`config.mk`:
```
export PLATFORM = sky130hd
export DESIGN_NAME = lift_row_seq
export DESIGN_NICKNAME = d
export VERILOG_FILES = /design/src/rtl/lift_row_seq.sv
export SDC_FILE = /design/constraint.sdc
export NUM_CORES = 1
export LEC_CHECK = 0
export CORE_AREA = 4 4 91 93
export DETAILED_ROUTE_END_ITERATION = 8
export DIE_AREA = 0 0 95 97
export GPL_ROUTABILITY_DRIVEN = 0
export HOLD_SLACK_MARGIN = 0.12
export PLACE_DENSITY_LB_ADDON = 0.3
export SYNTH_ARGS = -nofsm -noshare
export SYNTH_HDL_FRONTEND = slang
export SYNTH_SLANG_ARGS = --single-unit
```
`constraint.sdc`:
```
create_clock -name clk_i -period 2.52 [get_ports clk_i]
set_clock_uncertainty 0.2 [all_clocks]
set_input_delay 0.252 -clock clk_i [delete_from_list [all_inputs] [get_ports clk_i]]
set_output_delay 0.252 -clock clk_i [all_outputs]
set_load 0.005 [all_outputs]
```
`src/rtl/lift_row_seq.sv`:
```
// Row sequencer for a lifting transform: it reads the L/S/R operands of each
// step from the row buffer, drives the lift_step datapath, and writes the result back.
module lift_row_seq #(
  parameter int         ROW_LEN    = 16,
  parameter int         AW         = 4,
  parameter logic [2:0] FLAGS_PRED = 3'd7,
  parameter logic [2:0] FLAGS_UPD  = 3'd5,
  parameter int         TIMEOUT    = 64
) (
  input  logic              clk_i,
  input  logic              rst_i,
  input  logic              start_i,
  output logic [AW-1:0]     mem_addr_o,
  output logic              mem_rd_o,
  input  logic [7:0]        mem_rdata_i,
  output logic              mem_wr_o,
  output logic [7:0]        mem_wdata_o,
  output logic [2:0]        flags_o,
  output logic [7:0]        left_o,
  output logic [7:0]        sam_o,
  output logic [7:0]        right_o,
  output logic              update_o,
  input  logic signed [8:0] res_i,
  input  logic              done_i,
  output logic              busy_o,
  output logic              done_o,
  output logic              err_o
);
  localparam int CW = $clog2(TIMEOUT + 1);

  typedef enum logic [3:0] {
    IDLE, RD_L, RD_S, RD_R, CAP, ISSUE, WAIT_RES, WRITE, NEXT
  } state_t;

  state_t          state_q, state_d;
  logic [AW-1:0]   idx_q, idx_d, idx_nx;
  logic            upd_ph_q, upd_ph_d, upd_ph_nx;
  logic [CW-1:0]   cnt_q, cnt_d;
  logic [AW-1:0]   addr_q, addr_d;
  logic            rd_q, rd_d, wr_q, wr_d;
  logic [7:0]      wdata_q, wdata_d;
  logic [2:0]      flags_q, flags_d;
  logic [7:0]      left_q, left_d, sam_q, sam_d, right_q, right_d;
  logic            upd_q, upd_d, busy_q, busy_d, done_q, done_d, err_q, err_d;

  logic unused_res_msb;
  assign unused_res_msb = res_i[8];

  // Symmetric extension at both row edges.
  function automatic logic [AW-1:0] l_of(input logic [AW-1:0] i);
    return (i == '0) ? AW'(1) : i - AW'(1);
  endfunction

  function automatic logic [AW-1:0] r_of(input logic [AW-1:0] i);
    return (i == AW'(ROW_LEN - 1)) ? AW'(ROW_LEN - 2) : i + AW'(1);
  endfunction

  always_comb begin
    idx_nx    = idx_q + AW'(2);
    upd_ph_nx = upd_ph_q;
    if (!upd_ph_q && idx_q == AW'(ROW_LEN - 1)) begin
      idx_nx    = '0;
      upd_ph_nx = 1'b1;
    end
  end

  always_comb begin
    state_d  = state_q;
    idx_d    = idx_q;
    upd_ph_d = upd_ph_q;
    cnt_d    = cnt_q;
    addr_d   = addr_q;
    wdata_d  = wdata_q;
    flags_d  = flags_q;
    left_d   = left_q;
    sam_d    = sam_q;
    right_d  = right_q;
    busy_d   = busy_q;
    rd_d     = 1'b0;
    wr_d     = 1'b0;
    upd_d    = 1'b0;
    done_d   = 1'b0;
    err_d    = 1'b0;
    case (state_q)
      IDLE: if (start_i) begin
        state_d  = RD_L;
        busy_d   = 1'b1;
        idx_d    = AW'(1);
        upd_ph_d = 1'b0;
        rd_d     = 1'b1;
        addr_d   = l_of(AW'(1));
      end
      RD_L: begin
        state_d = RD_S;
        rd_d    = 1'b1;
        addr_d  = idx_q;
      end
      RD_S: begin
        state_d = RD_R;
        left_d  = mem_rdata_i;
        rd_d    = 1'b1;
        addr_d  = r_of(idx_q);
      end
      RD_R: begin
        state_d = CAP;
        sam_d   = mem_rdata_i;
      end
      CAP: begin
        state_d = ISSUE;
        right_d = mem_rdata_i;
        upd_d   = 1'b1;
        flags_d = upd_ph_q ? FLAGS_UPD : FLAGS_PRED;
      end
      ISSUE: begin
        state_d = WAIT_RES;
        cnt_d   = '0;
      end
      // cnt_q is 0 on the first wait cycle, so err_o lands TIMEOUT cycles after ISSUE.
      WAIT_RES: begin
        if (done_i) begin
          state_d = WRITE;
          wr_d    = 1'b1;
          addr_d  = idx_q;
          wdata_d = res_i[7:0];
        end else if (cnt_q == CW'(TIMEOUT - 2)) begin
          state_d = IDLE;
          err_d   = 1'b1;
          busy_d  = 1'b0;
        end else begin
          cnt_d = cnt_q + CW'(1);
        end
      end
      WRITE: state_d = NEXT;
      NEXT: begin
        if (upd_ph_q && idx_q == AW'(ROW_LEN - 2)) begin
          state_d  = IDLE;
          done_d   = 1'b1;
          busy_d   = 1'b0;
          idx_d    = AW'(1);
          upd_ph_d = 1'b0;
        end else begin
          state_d  = RD_L;
          idx_d    = idx_nx;
          upd_ph_d = upd_ph_nx;
          rd_d     = 1'b1;
          addr_d   = l_of(idx_nx);
        end
      end
      default: state_d = IDLE;
    endcase
  end

  always_ff @(posedge clk_i or posedge rst_i) begin
    if (rst_i) begin
      state_q  <= IDLE;
      idx_q    <= AW'(1);
      upd_ph_q <= 1'b0;
      cnt_q    <= '0;
      addr_q   <= '0;
      rd_q     <= 1'b0;
      wr_q     <= 1'b0;
      wdata_q  <= '0;
      flags_q  <= '0;
      left_q   <= '0;
      sam_q    <= '0;
      right_q  <= '0;
      upd_q    <= 1'b0;
      busy_q   <= 1'b0;
      done_q   <= 1'b0;
      err_q    <= 1'b0;
    end else begin
      state_q  <= state_d;
      idx_q    <= idx_d;
      upd_ph_q <= upd_ph_d;
      cnt_q    <= cnt_d;
      addr_q   <= addr_d;
      rd_q     <= rd_d;
      wr_q     <= wr_d;
      wdata_q  <= wdata_d;
      flags_q  <= flags_d;
      left_q   <= left_d;
      sam_q    <= sam_d;
      right_q  <= right_d;
      upd_q    <= upd_d;
      busy_q   <= busy_d;
      done_q   <= done_d;
      err_q    <= err_d;
    end
  end

  assign mem_addr_o  = addr_q;
  assign mem_rd_o    = rd_q;
  assign mem_wr_o    = wr_q;
  assign mem_wdata_o = wdata_q;
  assign flags_o     = flags_q;
  assign left_o      = left_q;
  assign sam_o       = sam_q;
  assign right_o     = right_q;
  assign update_o    = upd_q;
  assign busy_o      = busy_q;
  assign done_o      = done_q;
  assign err_o       = err_q;
endmodule

```
Word level (Yosys, flattened, before mapping)
Index checks and enable logic that the tools add are counted.
{ "word_totals": {"register_bits": 61, "input_bits": 21} }
{ "op_classes": {"addsub": 4, "n_eq_ne": 20, "mux": 38, "n_reduce_logical": 17} }
{ "op_table": {"columns": ["operator", "count"], "rows": [
  ["$mux 4", 10],
  ["$pmux 4 s9", 1],
  ["$pmux 4 s5", 1],
  ["$mux 1", 18],
  ["$eq 4x3->1 const B", 4],
  ["$mux 7", 2],
  ["$ne 2x2->1 const B", 7],
  ["$pmux 7 s2", 1],
  ["$eq 4x4->1 const B", 3],
  ["$eq 4x2->1 const B", 2],
  ["$logic_not 4->1", 2],
  ["$pmux 4 s2", 1],
  ["$add 7x1->7 const B", 1],
  ["$eq 7x6->1 const B", 1],
  ["$ne 3x3->1 const B", 2],
  ["$pmux 1 s3", 2],
  ["$reduce_and 2->1", 3],
  ["$reduce_and 3->1", 2],
  ["$reduce_and 5->1", 1],
  ["$reduce_bool 5->1", 1],
  ["$add 4x1->4 const B", 1],
  ["$add 4x2->4 const B", 1],
  ["$eq 4x1->1 const B", 1],
  ["$reduce_and 4->1", 1],
  ["8 further kinds", 10]
]} }

Logic depth before layout (Yosys ltp)
Gate-level depths: netlist of run 1.
{ "logic_depth": {"ltp_word": 7, "mapped_depth": 8, "mapped_depth_nobuf": 8} }

Least setup slack after synthesis of run 1
OpenSTA, ideal clock, no wires.
{ "synth_timing": {"kind": "register to register", "start": "reg idx_q[0]", "end": "reg addr_q[2] (netlist: mem_addr_o[2])", "setup_time_ps": 82, "arrival_ps": 1776, "t_required_ps": 2238, "setup_slack_ps": 462, "path_stages_with_launch": 9, "path_buffers": 0, "synth_period_minus_slack_ps": 2058, "path_cell_list": "dfstp_2 > ha_1 > nand4b_1 > nand2_1 > ha_1 > inv_1 > a2111oi_0 > o21ai_0 > a31oi_1"} }
{ "synth_between": {"elab_chain_len": 7, "elab_cells_between_ends": 15, "cone_classes": "add/sub (3); eq/ne (3); mux (5); reduce/logical (4)"} }
{ "synth_lines": {"columns": ["item", "line", "rtl"], "rows": [
  ["start, declared", "36", "logic [AW-1:0] idx_q, idx_d, idx_nx;"],
  ["start signal, assigned", "173", "idx_q <= idx_d;"],
  ["parallel branches: the longest is 7 deep, another holds $add 4x2->4", null, null],
  ["end signal, assigned", "176", "addr_q <= addr_d;"],
  ["end, declared", "39", "logic [AW-1:0] addr_q, addr_d;"]
]} }
Several ways; the timed one is not identified. The select of a mux whose other input is x is not followed.
A chain may end at the register's enable or synchronous reset.

Worst setup path in the final report of run 1
Ends and elaborated chain as after synthesis.

==> parameters.txt, run 1 <==
Parameter                              Value

STA
  Highest achievable clock rate ... between 400 and 500 MHz
  Portion of the clock cycle consumed by the worst path in the final layout ... between 90% and 100%
  Max-slew violations ... 0
  Max-slew headroom ... between 60% and 70%
  Setup violation total in the final timing report ... 0
  Transition time of the tightest slew-check pin ... about 0.58 ns
  RSZ-0062 raised after global routing ... no
  Min Clock Period, post-route ... between 2 and 2.5 ns
  Final Hold Viols ... 0
  Post-route setup TNS ... 0 ns

Logic synthesis
  Synth unique cells ... 54
  Proportion of netlist area held by the largest area contributor ... 50.9%
  Netlist Area Pre-Place ... ~2900 um2
  Mean instance size in the synthesized netlist ... 11.4 um2
  Ranking of synthesized cells by area ... dfrtp_1 51%, mux2_2 12%, ha_1 2.6%
  Synth Register Bits ... 60
  Gate count after technology mapping ... 254
  Number of enable flip-flop cells after synthesis ... 0
  Async set-or-reset flop fraction in the synthesized netlist ... 100%
  Post-synth net total ... between 200 and 300
  Sequential element share of the synthesized area ... between 50% and 60%
  Yosys warning total ... 0
  Most area-hungry cell type in the Yosys netlist ... dfrtp_1
  Most used flip-flop cell after synthesis ... dfrtp_1

Placement
  Detailed-placement wirelength estimate ... 4.53 mm
  Buffers added on ports ... 64
  Cell area after placement ... around 3700 um2
  DP Cell Count ... ~420

Cells and area
  Number of nets in the layout ... around 360
  Final instance area ... between 3000 and 4000 um2
  Filler-free cell count of the finished design ... 435
  Count of antenna diodes in the layout ... 0
  Area Growth Syn to Fin ... 33.7%
  Post-Route Utilization ... about half
  Count of filler cells inserted in the layout ... 689
  Fraction of layout instances using a drive strength above 1 ... 21.3%

Min path
  Hold WC Path Type ... flop to flop

Pwr
  Leakage power summed over all cells ... ~0.0016 uW
  Overall power after layout ... roughly 4400 uW
  Pwr/cell area ... 1140 nW/um2
  Worst VDD drop ... 662 uV

Global routing
  Largest net degree at the start of global routing ... 39
  Vias in the first global route ... between 2000 and 2500
  Initial antenna violation count ... 0
  GRT Resource Usage Total ... between 10% and 20%
  Met3 Track Usage GR ... 6.07%
  Met1 track demand over resource ... around a fifth
  Layer with the highest usage ... met2
  Global-route wire length before repair ... about 11 mm
  GR met2 Demand/Resource ... a little over a fifth
  Aggregate global routing overflow ... 0

Setup path
  Critical path arrival ... between 2 and 2.5 ns
  Critical path class ... flop to flop
  Critical Path Fanout Max ... 8
  Critical Path Sink Type ... flop
  Startpoint class of the critical path ... flop
  Worst EP required ... ~2.6 ns

Floorplan
  Placement Rows ... 32
  Placeable Area ... ~7500 um2
  Chip Width ... 95 um
  Floorplan die area ... around 9200 um2
  Ports ... 66
  Initial Utilization ... between 30% and 40%
  Height of the die ... 97 um

Clocking
  Clk Latency, worst-skew pair ... ~0.34 ns
  Cell at the root of the clock tree ... clkbuf_8
  Clock-pin slew of the registers on the worst-case setup and hold paths ... around 0.07 ns
  Sinks on Clock Net ... 60
  TritonCTS Buffers ... 9
  Number of buffers on the longest clock path ... 2
  Clock tree from TritonCTS ... done
  CTS H-Tree Depth ... 3
  Post-CTS setup repair buffer count ... 0

Route
  Vias ... 2247
  Final antenna-violating net count ... 0
  Detailed Route Iter0 Violations ... around 190
  Via count normalized by instance count ... just over 5
  Final Routed Wirelength ... 6.37 mm
  WL per Instance ... about 15 um
  Drc violations ... 0
  Drt pass-1 iters ... 4

Flow run
  Number of violations of the max-capacitance limit ... 0

Outcome
  Run status ... finished clean
-- metrics by stage --
| stage | hold WS (ns) | setup WS [ns] |
|---|---|---|
| global placement | 0.283 | 0.265 |
| global route | 0.310 | 0.0450 |
| floorplan | 0.124 | 0.462 |
| detailed placement | 0.292 | 0.275 |
| CTS | 0.302 | 0.249 |
| finish | 0.301 | 0.219 |
-- per-layer routing --
layer | vias up | part of all wire [%]
met5 | - | 0
met4 | 0 | 1.6
met3 | 8 | 6.8
met2 | 61 | 47
met1 | 1094 | 45
li1 | 1084 | -
-- synthesized netlist by cell type, drive strengths merged, types with 4 or more instances --
cell type / count
dfrtp: 59
or3: 4
nand2: 16
ha: 6
nor3: 9
a31oi: 4
nor2b: 4
mux2: 32
nand3: 4
nor2: 11
inv: 12
a21oi: 13
o21ai: 15
buf: 14
-- sequential cells by signal, indices dropped and copies added (netlist names) --
signal and count:
state_q 4, mem_wr_o 1, upd_ph_q 1, mem_addr_o 4, mem_rd_o 1, cnt_q 7
update_o 1, mem_wdata_o 8, sam_o 8, idx_q 4, busy_o 1, left_o 8
flags_o 2, done_o 1, err_o 1, right_o 8
-- final timing paths --
kind	startpoint	end	slack [ns]	cells after the start
worst min register to register	busy_o	busy_o	0.30	1
worst max-delay path	idx_q[0]	mem_addr_o[2]	0.22	8
max in group asynchronous	rst_i	idx_q[0]	0.87	4
min in group asynchronous	rst_i	right_o[6]	0.61	3
worst max register to register	idx_q[0]	mem_addr_o[2]	0.22	8
worst min-delay path	busy_o	busy_o	0.30	1
-- power by group --
group          internal (uW)  total, uW  switching, uW
Clock                    359        770            411
Sequential              1350       1640            289
Combinational           1240       2020            782
Total                   2940       4430           1480
-- kinds of logic after synthesis --
kind of cell / after synthesis / synth area share [%]
AO/OA/AOI/OAI: 55 / 12.8
XOR/XNOR: 1 / 0.302
adder cells (fa/ha/maj): 6 / 2.59
buffers and inverters: 27 / 4.48
flip-flops: 60 / 51.8
multiplexers: 32 / 12.4
AND/OR/NAND/NOR: 73 / 15.7
-- layout make-up --
cell class                      instances  area, um2  share of cell area [%]
Clock inverter                          7       51.3                    1.32
Inverter                               12       45.0                    1.16
Multi-Input combinational cell        167       1270                    32.7
Sequential cell                        60       1500                    38.7
Clock buffer                            9        124                    3.19
Tap cell                              102        128                    3.29
Timing Repair Buffer                   78        761                    19.6
-- cells in the final DEF (no fill, tap or decap), types with 2 or more instances in the layout --
cell type         n
a21oi_1          13
or3_1             4
nand3_1           4
buf_4            12
nor2_1           11
nand3b_1          3
inv_1            11
nand4_1           2
or4_1             2
a2bb2oi_1         3
a31oi_1           4
a211o_1           2
o21ai_0          15
a221oi_1          2
nor3b_1           2
and3_1            2
or2_2             2
clkinv_2          2
a21o_1            2
clkbuf_8          9
clkinvlp_4        2
nand2_1          16
mux2_2           32
nor3_1            9
ha_1              6
clkdlybuf4s50_1  64
dfrtp_1          59
nor2b_1           4
clkinv_4          2
o32a_1            2
nor4b_2           2
-- worst max-delay path, cell delays in order (launching register included) --
cell	delay [ns]
dfstp_2	0.62
ha_1	0.27
nand4b_1	0.18
nand2_1	0.11
ha_1	0.18
inv_1	0.06
a2111oi_0	0.26
o21ai_0	0.15
a31oi_1	0.19
-- what timing repair did --
| action | 4_1_cts | 5_1_grt |
|---|---|---|
| hold buffers | 1 | 0 |
| endpoints found under the hold margin | 22 | 0 |
| setup endpoints to repair | 0 | 0 |
| gates resized for setup | 0 | 0 |
(Power assumes the default switching activity.)
==> run 2: changes to the inputs <==
--- a/config.mk
+++ b/config.mk
@@ -5,6 +5,7 @@
 export SDC_FILE = /design/constraint.sdc
 export NUM_CORES = 1
 export LEC_CHECK = 0
+export ABC_AREA = 0
 export CORE_AREA = 4 4 91 93
 export DETAILED_ROUTE_END_ITERATION = 8
 export DIE_AREA = 0 0 95 97
==> constraint.sdc (replaced) <==
create_clock -name clk_i -period 1.8 [get_ports clk_i]
set_clock_uncertainty 0.2 [all_clocks]
set_input_delay 0.18 -clock clk_i [delete_from_list [all_inputs] [get_ports clk_i]]
set_output_delay 0.18 -clock clk_i [all_outputs]
set_load 0.005 [all_outputs]
==> run 2 against run 1 <==
Effect of this change: the flow now finishes with violations (negative setup slack); utilization is 12 points higher; count of clock-buffer cells in the layout is 3 higher; worst setup slack worse by 0.44 ns; design area is 23% higher; combinational power is 100% higher; non-clock buffer count is 62 higher; clock power is 86% higher; hold slack worse by 0.048 ns; sequential share of layout area is 7.3 points lower; global-route usage is 3.6 points higher; register-to-register slack worse by 0.44 ns; first-iteration DRC count is 50% lower; highest routed layer unchanged.
==> parameters.txt, run 2 (synthesis gave the netlist of run 1 again) <==
Parameter                              Value

Route
  Final Routed Wirelength ... 8.34 mm (+31%)
  Via count normalized by instance count ... 5.14 (-0.59%)
  WL per Instance ... 16.8 um (+15%)
  Drc violations ... 0 (unchanged)
  Detailed Route Iter0 Violations ... 97 (-50%)
  Drt pass-1 iters ... 4 (unchanged)
  Final antenna-violating net count ... 0 (unchanged)
  Vias ... 2547 (+13%)

Setup path
  Startpoint class of the critical path ... flop
  Critical path arrival ... 2.03 ns (-0.34 ns)
  Worst path cell trace ... ha_4 > nand4b_1 > nand2_1 > ha_2 > buf_6 > o21ai_2 > o211ai_1 > a31oi_1
  Family with the most delay on the worst path ... flip-flops
  Buffers and inverters on the worst path ... 1 (unchanged)
  Critical Path Sink Type ... flop
  Critical Path Fanout Max ... 4 (-4)
  Biggest cell delay along the critical path ... 0.57 ns (-0.05 ns)
  Cell type of the slowest stage on the worst timing path ... dfstp_2
  Critical path class ... flop to flop
  Worst EP required ... 1.81 ns (-0.78 ns)

STA
  Setup violation total in the final timing report ... 20 (+20)
  Highest achievable clock rate ... 495 MHz (+14%)
  Transition time of the tightest slew-check pin ... 0.464 ns (-0.121 ns)
  RSZ-0062 raised after global routing ... yes
  Crit path setup slack, layout ... -0.221 ns (-0.441 ns)
  Min Clock Period, post-route ... 2.02 ns (-0.279 ns)
  Max-slew headroom ... 69.0% (+8.1 points)
  Portion of the clock cycle consumed by the worst path in the final layout ... 112% (+21 points)
  Max-slew violations ... 0 (unchanged)
  Post-route setup TNS ... -0.959 ns (-0.959 ns)
  Final Hold Viols ... 0 (unchanged)

Placement
  Detailed-placement wirelength estimate ... 5.59 mm (+23%)
  Setup WS pre-CTS ... -0.273 ns (-0.548 ns)
  DP Cell Count ... 464 (+11%)
  Buffers added on ports ... 64 (unchanged)

Global routing
  GRT Resource Usage Total ... 18.8% (+3.6 points)
  Aggregate global routing overflow ... 0 (unchanged)
  Initial antenna violation count ... 0 (unchanged)
  Largest net degree at the start of global routing ... 25 (-36%)
  Vias in the first global route ... 2719 (+21%)
  Global-route wire length before repair ... 13.5 mm (+22%)

Floorplan
  Initial Utilization ... 38.5% (unchanged)
  Placeable Area ... 7530 um2 (unchanged)
  Chip Width ... 95 um (unchanged)
  Placement Rows ... 32 (unchanged)
  Height of the die ... 97 um (unchanged)
  Floorplan die area ... 9220 um2 (unchanged)
  Ports ... 66 (unchanged)

Pwr
  Worst VDD drop ... 745 uV (+13%)
  Net Switching ... 2470 uW (+66%)
  Combinational cell fraction of total power ... 52.5% (+6.9 points)
  Clock share of power ... 18.3% (+0.9 points)
  Switching share of power ... 31.6% (-1.8 points)
  Share of power burned in registers ... 29.2% (-7.8 points)
  Pwr/cell area ... 1630 nW/um2 (+43%)
  Cell-internal power ... 5330 uW (+81%)
  Leakage power summed over all cells ... 0.00205 uW (+29%)
  Overall power after layout ... 7790 uW (+76%)

Cells and area
  Area of the multi-input gates ... 1550 um2 (+22%)
  Area Growth Syn to Fin ... 65.1%
  Count of filler cells inserted in the layout ... 599 (-13%)
  Fraction of layout instances using a drive strength above 1 ... 42.6% (+21 points)
  Number of nets in the layout ... 417 (+17%)
  Combined flip-flop and latch cell area ... 1510 um2 (+0.33%)
  Count of antenna diodes in the layout ... 0 (unchanged)
  Most frequent standard cell in the layout excluding fill and tap cells ... clkdlybuf4s50_1
  Filler-free cell count of the finished design ... 496 (+14%)
  Most used cells in the layout excluding fill and tap cells ... 64 x clkdlybuf4s50_1, 57 x buf_4, 55 x dfrtp_1, 17 x mux2_4, 15 x mux2_2

Clocking
  TritonCTS Buffers ... 9 (unchanged)
  Sinks on Clock Net ... 60 (unchanged)
  Clk Latency, worst-skew pair ... 0.34 ns (about the same)
  Clock tree from TritonCTS ... done
  CTS H-Tree Depth ... 3 (unchanged)
  Clock-pin slew of the registers on the worst-case setup and hold paths ... 0.07 ns (about the same)
  Number of buffers on the longest clock path ... 2 (unchanged)
  Cell at the root of the clock tree ... clkbuf_8

Outcome
  Violated checks ... negative setup slack
  Run status ... finished, violations left

Flow run
  Number of violations of the max-capacitance limit ... 0 (unchanged)

Min path
  Hold WC Path Type ... input port to flop
## run 2: worst paths after layout
check / start / endpoint / slack [ns] / cells after the start
max: idx_q[0] / mem_addr_o[1] / -0.22 / 8
min: res_i[3] / mem_wdata_o[3] / 0.25 / 2
max reg2reg: idx_q[0] / mem_addr_o[1] / -0.22 / 8
min reg2reg: mem_wdata_o[1] / mem_wdata_o[1] / 0.31 / 1
max in group asynchronous: rst_i / state_q[3] / 0.37 / 4
min in group asynchronous: rst_i / cnt_q[6] / 0.58 / 3
## run 2: power by group through the flow
stage	Combinational (uW)	Sequential, uW	Clock (uW)
after detailed placement	3480	2300	0
final	4090	2270	1430
after floorplan	1730	2220	0
after CTS	3860	2250	1460
after global placement	3400	2270	0
after global routing	4400	2350	1520
## run 2: per-stage QoR
stage	utilization, %	hold WS (ns)	instance area, um2
6_report	63.6	0.254	4790
5_1_grt	63.6	0.247	4790
4_1_cts	61.6	0.234	4630
3_5_place_dp	55.0	0.292	4140
3_3_place_gp	55.0	0.278	4140
2_1_floorplan	-	0.0519	2990
## run 2: layout make-up
cell class	instances	area share (%)
Tap cell	102	2.66
Inverter	12	1.07
Clock inverter	3	1.44
Clock buffer	12	3.45
Timing Repair Buffer	140	27.6
Sequential cell	60	31.5
Multi-Input combinational cell	167	32.3
## run 2: repair_timing
action                     CTS  global route
setup endpoints to repair   50            38
hold endpoints to repair    14             0
resized for setup           35            38
pin swaps                   18            10
hold buffers                 1             0
buffers inserted            12             3
gates cloned                 1             0
## run 2: metal layers
metal | wire, um | track usage, % | vias up
met5 | 0 | 0 | -
met4 | 148 | 9.21 | 0
met3 | 403 | 4.35 | 12
met2 | 4460 | 32.4 | 68
met1 | 3330 | 21.6 | 1265
li1 | - | - | 1202
==> run 3: changes to the inputs <==
--- a/config.mk
+++ b/config.mk
@@ -6,6 +6,7 @@
 export NUM_CORES = 1
 export LEC_CHECK = 0
 export ABC_AREA = 0
+export ABC_CLOCK_PERIOD_IN_PS = 1800
 export CORE_AREA = 4 4 91 93
 export DETAILED_ROUTE_END_ITERATION = 8
 export DIE_AREA = 0 0 95 97
==> results of run 3 <==
Same layout as run 2: the final DEF is identical, and so are final timing and power.
==> RTL change 1, RTL diff (flow settings as in run 2) <==
One comparison of `idx_q` changes from == to >=.
--- a/src/rtl/lift_row_seq.sv
+++ b/src/rtl/lift_row_seq.sv
@@ -132,7 +132,7 @@
       end
       WRITE: state_d = NEXT;
       NEXT: begin
-        if (upd_ph_q && idx_q == AW'(ROW_LEN - 2)) begin
+        if (upd_ph_q && idx_q >= AW'(ROW_LEN - 2)) begin
           state_d  = IDLE;
           done_d   = 1'b1;
           busy_d   = 1'b0;
Behaviour: same outputs for any inputs over 10 cycles, from zero or initial values and one cycle with rst_i high; that may be too few to reach the edited logic, so the function may still have changed.
==> RTL change 1 against run 2 <==
  * The run still ends with negative setup slack left
  * Power decreased by 8.8%
  * Setup slack lost 0.21 ns
  * Design area decreased by 3.4%
  * Non-clock buffer count rose by 1
  * Routed wire length down 8.9%
  * Area after synthesis down 3.5%
  * Sequential share of layout area up 1.0 points
  * Sequential cell count unchanged
  * Critical endpoint unchanged
  * Largest cell class is now sequential cells
==> RTL change 1: results (changes against run 2) <==
- **Tot Pwr** 7.109 mW, -8.8%
- **setup slack of the critical path after layout** -0.4323 ns, -0.2109 ns
- **post-detailed-placement cell area** 3981 um2, -3.8%
- **Post-Synth Adder-Cell Area** 2.682%, +0.095 points
- **maximum number of pins on one net before global-route repair** 61, +140%
- **fraction of layout cells with a size suffix above 1** 41.88%, -0.76 points
- **average instance area after synthesis** 11.29 um2, -1.2%
- **area share of xor/xnor cells in the synthesized design** 1.565%, +1.3 points
- **combinational power** 3.75 mW, -8.3%
- **met2 GRT Util** 24.46%, -7.9 points
- **cell depth of the worst flop-to-flop path** 10, +2
- **actual slew at the worst max-slew pin** 0.3866 ns, -0.07705 ns
- **worst min-delay path class** in -> async
- **Area contributors post-synth** sky130_fd_sc_hd__dfrtp_1 (53%), sky130_fd_sc_hd__mux2_2 (13%), sky130_fd_sc_hd__nor2_1 (3.0%)
- **final setup vio count** 26, +30%
- **hold buffers post-CTS** 0, -1
- **run status** complete, but fails checks
- **switching pwr** 2.299 mW, -6.7%
- **wire length on met1** 3.372 mm, +1.3%
- **vias per inst** 4.887, -4.8%
- **sequential-to-total area share from yosys stat** 53.69%, +1.9 points
- **worst hold margin** 0.1046 ns, -0.1490 ns
- **Layout fillers** 634, +5.8%
- **violated checks** negative setup slack
- **compound-cell area share of the yosys netlist** 11.04%, -1.7 points
- **number of distinct library cell variants in the gate-level netlist after synthesis** 47, -13%
- **Routed WL per cell** 15.32 um, -8.9%
==> RTL change 1: cell count changes after synthesis, moves of 4 or more <==
cell,run 2,this run
sky130_fd_sc_hd__o21ai_0,15,7
sky130_fd_sc_hd__nor2_1,11,22
sky130_fd_sc_hd__nand3_1,4,9
sky130_fd_sc_hd__nor3_1,9,5
sky130_fd_sc_hd__or3_1,4,0
==> RTL change 1: layout make-up <==
cell class	instances	area [um2]	area share (%)
Sequential cell	60	1504	32.50
Multi-Input combinational cell	165	1423	30.75
Timing Repair Buffer	141	1340	28.96
Clock buffer	11	131.4	2.839
Tap cell	102	127.6	2.758
Clock inverter	5	52.55	1.136
Inverter	12	48.80	1.055
==> RTL change 1: worst max-delay path by stage <==
stage	depth (start not counted)	endpoint
4_1_cts	10	mem_addr_o[2]
5_1_grt	9	mem_addr_o[2]
3_5_place_dp	10	mem_addr_o[2]
3_3_place_gp	10	mem_addr_o[2]
2_1_floorplan	10	mem_addr_o[2]
6_report	10	mem_addr_o[1]
==> RTL change 2, RTL diff (config.mk and constraints of run 2) <==
Without the edit above. Set the parameter `AW` to 5 (it was 4).
--- a/src/rtl/lift_row_seq.sv
+++ b/src/rtl/lift_row_seq.sv
@@ -2,7 +2,7 @@
 // step from the row buffer, drives the lift_step datapath, and writes the result back.
 module lift_row_seq #(
   parameter int         ROW_LEN    = 16,
-  parameter int         AW         = 4,
+  parameter int         AW         = 5,
   parameter logic [2:0] FLAGS_PRED = 3'd7,
   parameter logic [2:0] FLAGS_UPD  = 3'd5,
   parameter int         TIMEOUT    = 64
Interface: changed (resized mem_addr_o); port bits go from 66 to 67. No check against the original RTL was run, so the function may have changed too.
==> RTL change 2 against run 2 <==
  * The run still ends with negative setup slack left
  * Setup slack improved by 0.0076 ns
  * Clock power fell by 10%
  * Cell count rose by 8.3%
  * Area after synthesis increased by 2.5%
  * Sequential cell count up 2
  * Design area up 5.1%
  * Routed wire length increased by 17%
  * Power is 3.9% higher
==> RTL change 2: results (changes against run 2) <==
- **run status** complete, but fails checks
- **violated checks** negative setup slack
- **power density of the placed cells** 1608 nW/um2, -1.1%
- **via count of the first global-routing pass** 2728, +0.33%
- **average instance area after synthesis** 10.44 um2, -8.6%
- **endpoint of the most critical setup path** mem_addr_o[1]
- **grt met3 use** 5.054%, +0.70 points
- **clock buffer and inverter area fraction after layout** 4.051%, -0.83 points
- **setup slack of the critical path after layout** -0.2138 ns, +0.007622 ns
- **multi-input gate count** 198, +19%
- **Worst path slowest cell** sky130_fd_sc_hd__dfrtp_2
- **Data buffer area share** 28.90%, +1.3 points
- **clock distribution power** 1.28 mW, -10%
- **Max-Slew Margin vs Limit** 75.01%, +6.0 points
- **number of optimization iterations in the first detailed-route pass** 6, +2
- **fraction of layout cells with a size suffix above 1** 41.15%, -1.5 points
- **Area contributors post-synth** sky130_fd_sc_hd__dfrtp_1 (51%), sky130_fd_sc_hd__mux2_2 (9.1%), sky130_fd_sc_hd__nand2_1 (5.7%)
- **Non-clock inverters** 11, -1
- **worst-skew pair later-pin latency** 0.35 ns
- **detailed placement HPWL** 5.306 mm, -5.0%
- **Hold Path Origin** res_i[7]
- **buffers from clock root to sink, at most** 2, unchanged
- **worst vdd ir** 0.9310 mV, +25%
- **number of standard cells in the final layout excluding fillers** 537, +8.3%
- **P_seq** 2.31 mW, +2%
- **multi-input logic portion of the cell area** 32.68%, +0.42 points
- **count of plain and timing-repair buffers in the layout** 148, +5.7%
- **CTS H-tree depth** 3, unchanged
- **maximum number of pins on one net before global-route repair** 32, +28%
- **All-Layer GR Usage** 18.59%, -0.23 points
- **switching pwr** 2.789 mW, +13%
- **Crit Reg-Reg Endpoint** mem_addr_o[1]
- **sequential-to-total area share from yosys stat** 52.19%, +0.40 points
- **worst hold margin** 0.1632 ns, -0.09041 ns
- **Seq. cell area** 1556 um2, +3.2%
- **leakage power total** 2.220 nW, +8.4%
- **share of flip-flops with an asynchronous set or reset** 100.0%, unchanged
- **leading post-synthesis cells by instance count** sky130_fd_sc_hd__dfrtp_1 (61), sky130_fd_sc_hd__nand2_1 (45), sky130_fd_sc_hd__mux2_2 (24), sky130_fd_sc_hd__nor2_1 (20)
- **DRC violation total after the first TritonRoute iteration** 210, +120%
- **Port Buffers** 65, +1.6%
- **hold path cells** 3, +1
- **Routed WL per cell** 18.21 um, +8.3%
- **first-pass GRT wire length** 13.42 mm, -0.30%
- **met1 routing resource usage after global routing** 24.20%, +2.6 points
- **worst min-delay path class** in -> reg
- **max incr delay on CP** 0.43 ns, -0.14 ns
- **instance count after placement with tap cells included** 480, +3.4%
- **cell depth of the worst flop-to-flop path** 6, -2
- **Layout fillers** 562, -6.2%
- **Setup crit start** idx_q[2]
- **met2 GRT Util** 29.23%, -3.1 points
- **number of distinct library cell variants in the gate-level netlist after synthesis** 56, +3.7%
- **final setup vio count** 35, +75%
- **Final nets** 456, +9.4%
- **Post-Syn Nets** 311, +11%
- **vias per inst** 5.346, +4.1%
- **end of the worst hold path** mem_wdata_o[7]
- **Yosys reg bits** 62, +3.3%
- **antenna cell count** 0, unchanged
- **CTS Buf Count** 9, unchanged
[RTL change 2: cell count changes after synthesis, moves of 4 or more]
cell                       change
sky130_fd_sc_hd__o21ai_1       +8
sky130_fd_sc_hd__nor3_1        -5
sky130_fd_sc_hd__nand2_1      +29
sky130_fd_sc_hd__clkbuf_1      +4
sky130_fd_sc_hd__a31oi_1       -4
sky130_fd_sc_hd__or3_1         -4
sky130_fd_sc_hd__nor2_1        +9
sky130_fd_sc_hd__mux2_2        -8
[RTL change 2: through the flow]
stage / TNS, ns / setup WS [ns] / cell area [um2]
final: -2.541 / -0.2138 / 5035
after global routing: -5.018 / -0.2662 / 5035
after CTS: -1.109 / -0.2054 / 4566
after detailed placement: -2.109 / -0.2434 / 4086
after global placement: -1.420 / -0.1627 / 4086
after floorplan: -0.4037 / -0.1387 / 3064
[RTL change 2: cells by family (layout without fill, tap and decap cells)]
| kind of cell | after synthesis | in the layout | synth area share [%] |
|---|---|---|---|
| fa+ha+maj | 5 | 5 | 2.103 |
| flops | 62 | 62 | 52.19 |
| compound gates | 56 | 56 | 12.32 |
| xor+xnor | 7 | 7 | 2.061 |
| buf+inv | 25 | 175 | 3.826 |
| simple gates | 105 | 105 | 18.08 |
| mux | 25 | 25 | 9.420 |
[RTL change 2: critical path, delay by kind of cell, from the launching register on]
kind	cells	cell delay [ns]
AOI/OAI and AO/OA	3	0.49
adders and majority gates	1	0.24
DFF	1	0.43
and+or+nand+nor	2	0.53
[RTL change 2: repair_timing]
item,CTS,global route
gates cloned,2,5
endpoints found under the setup margin,23,50
hold buffers,1,0
hold endpoints to repair,61,0
buffers inserted,16,17
pin swaps,11,21
resized for setup,31,76
[RTL change 2: routing by layer]
metal,vias to the layer above,share of wire [%]
met2,143,49
li1,1289,-
met3,31,6.4
met1,1408,42
met4,0,2.8
met5,-,0
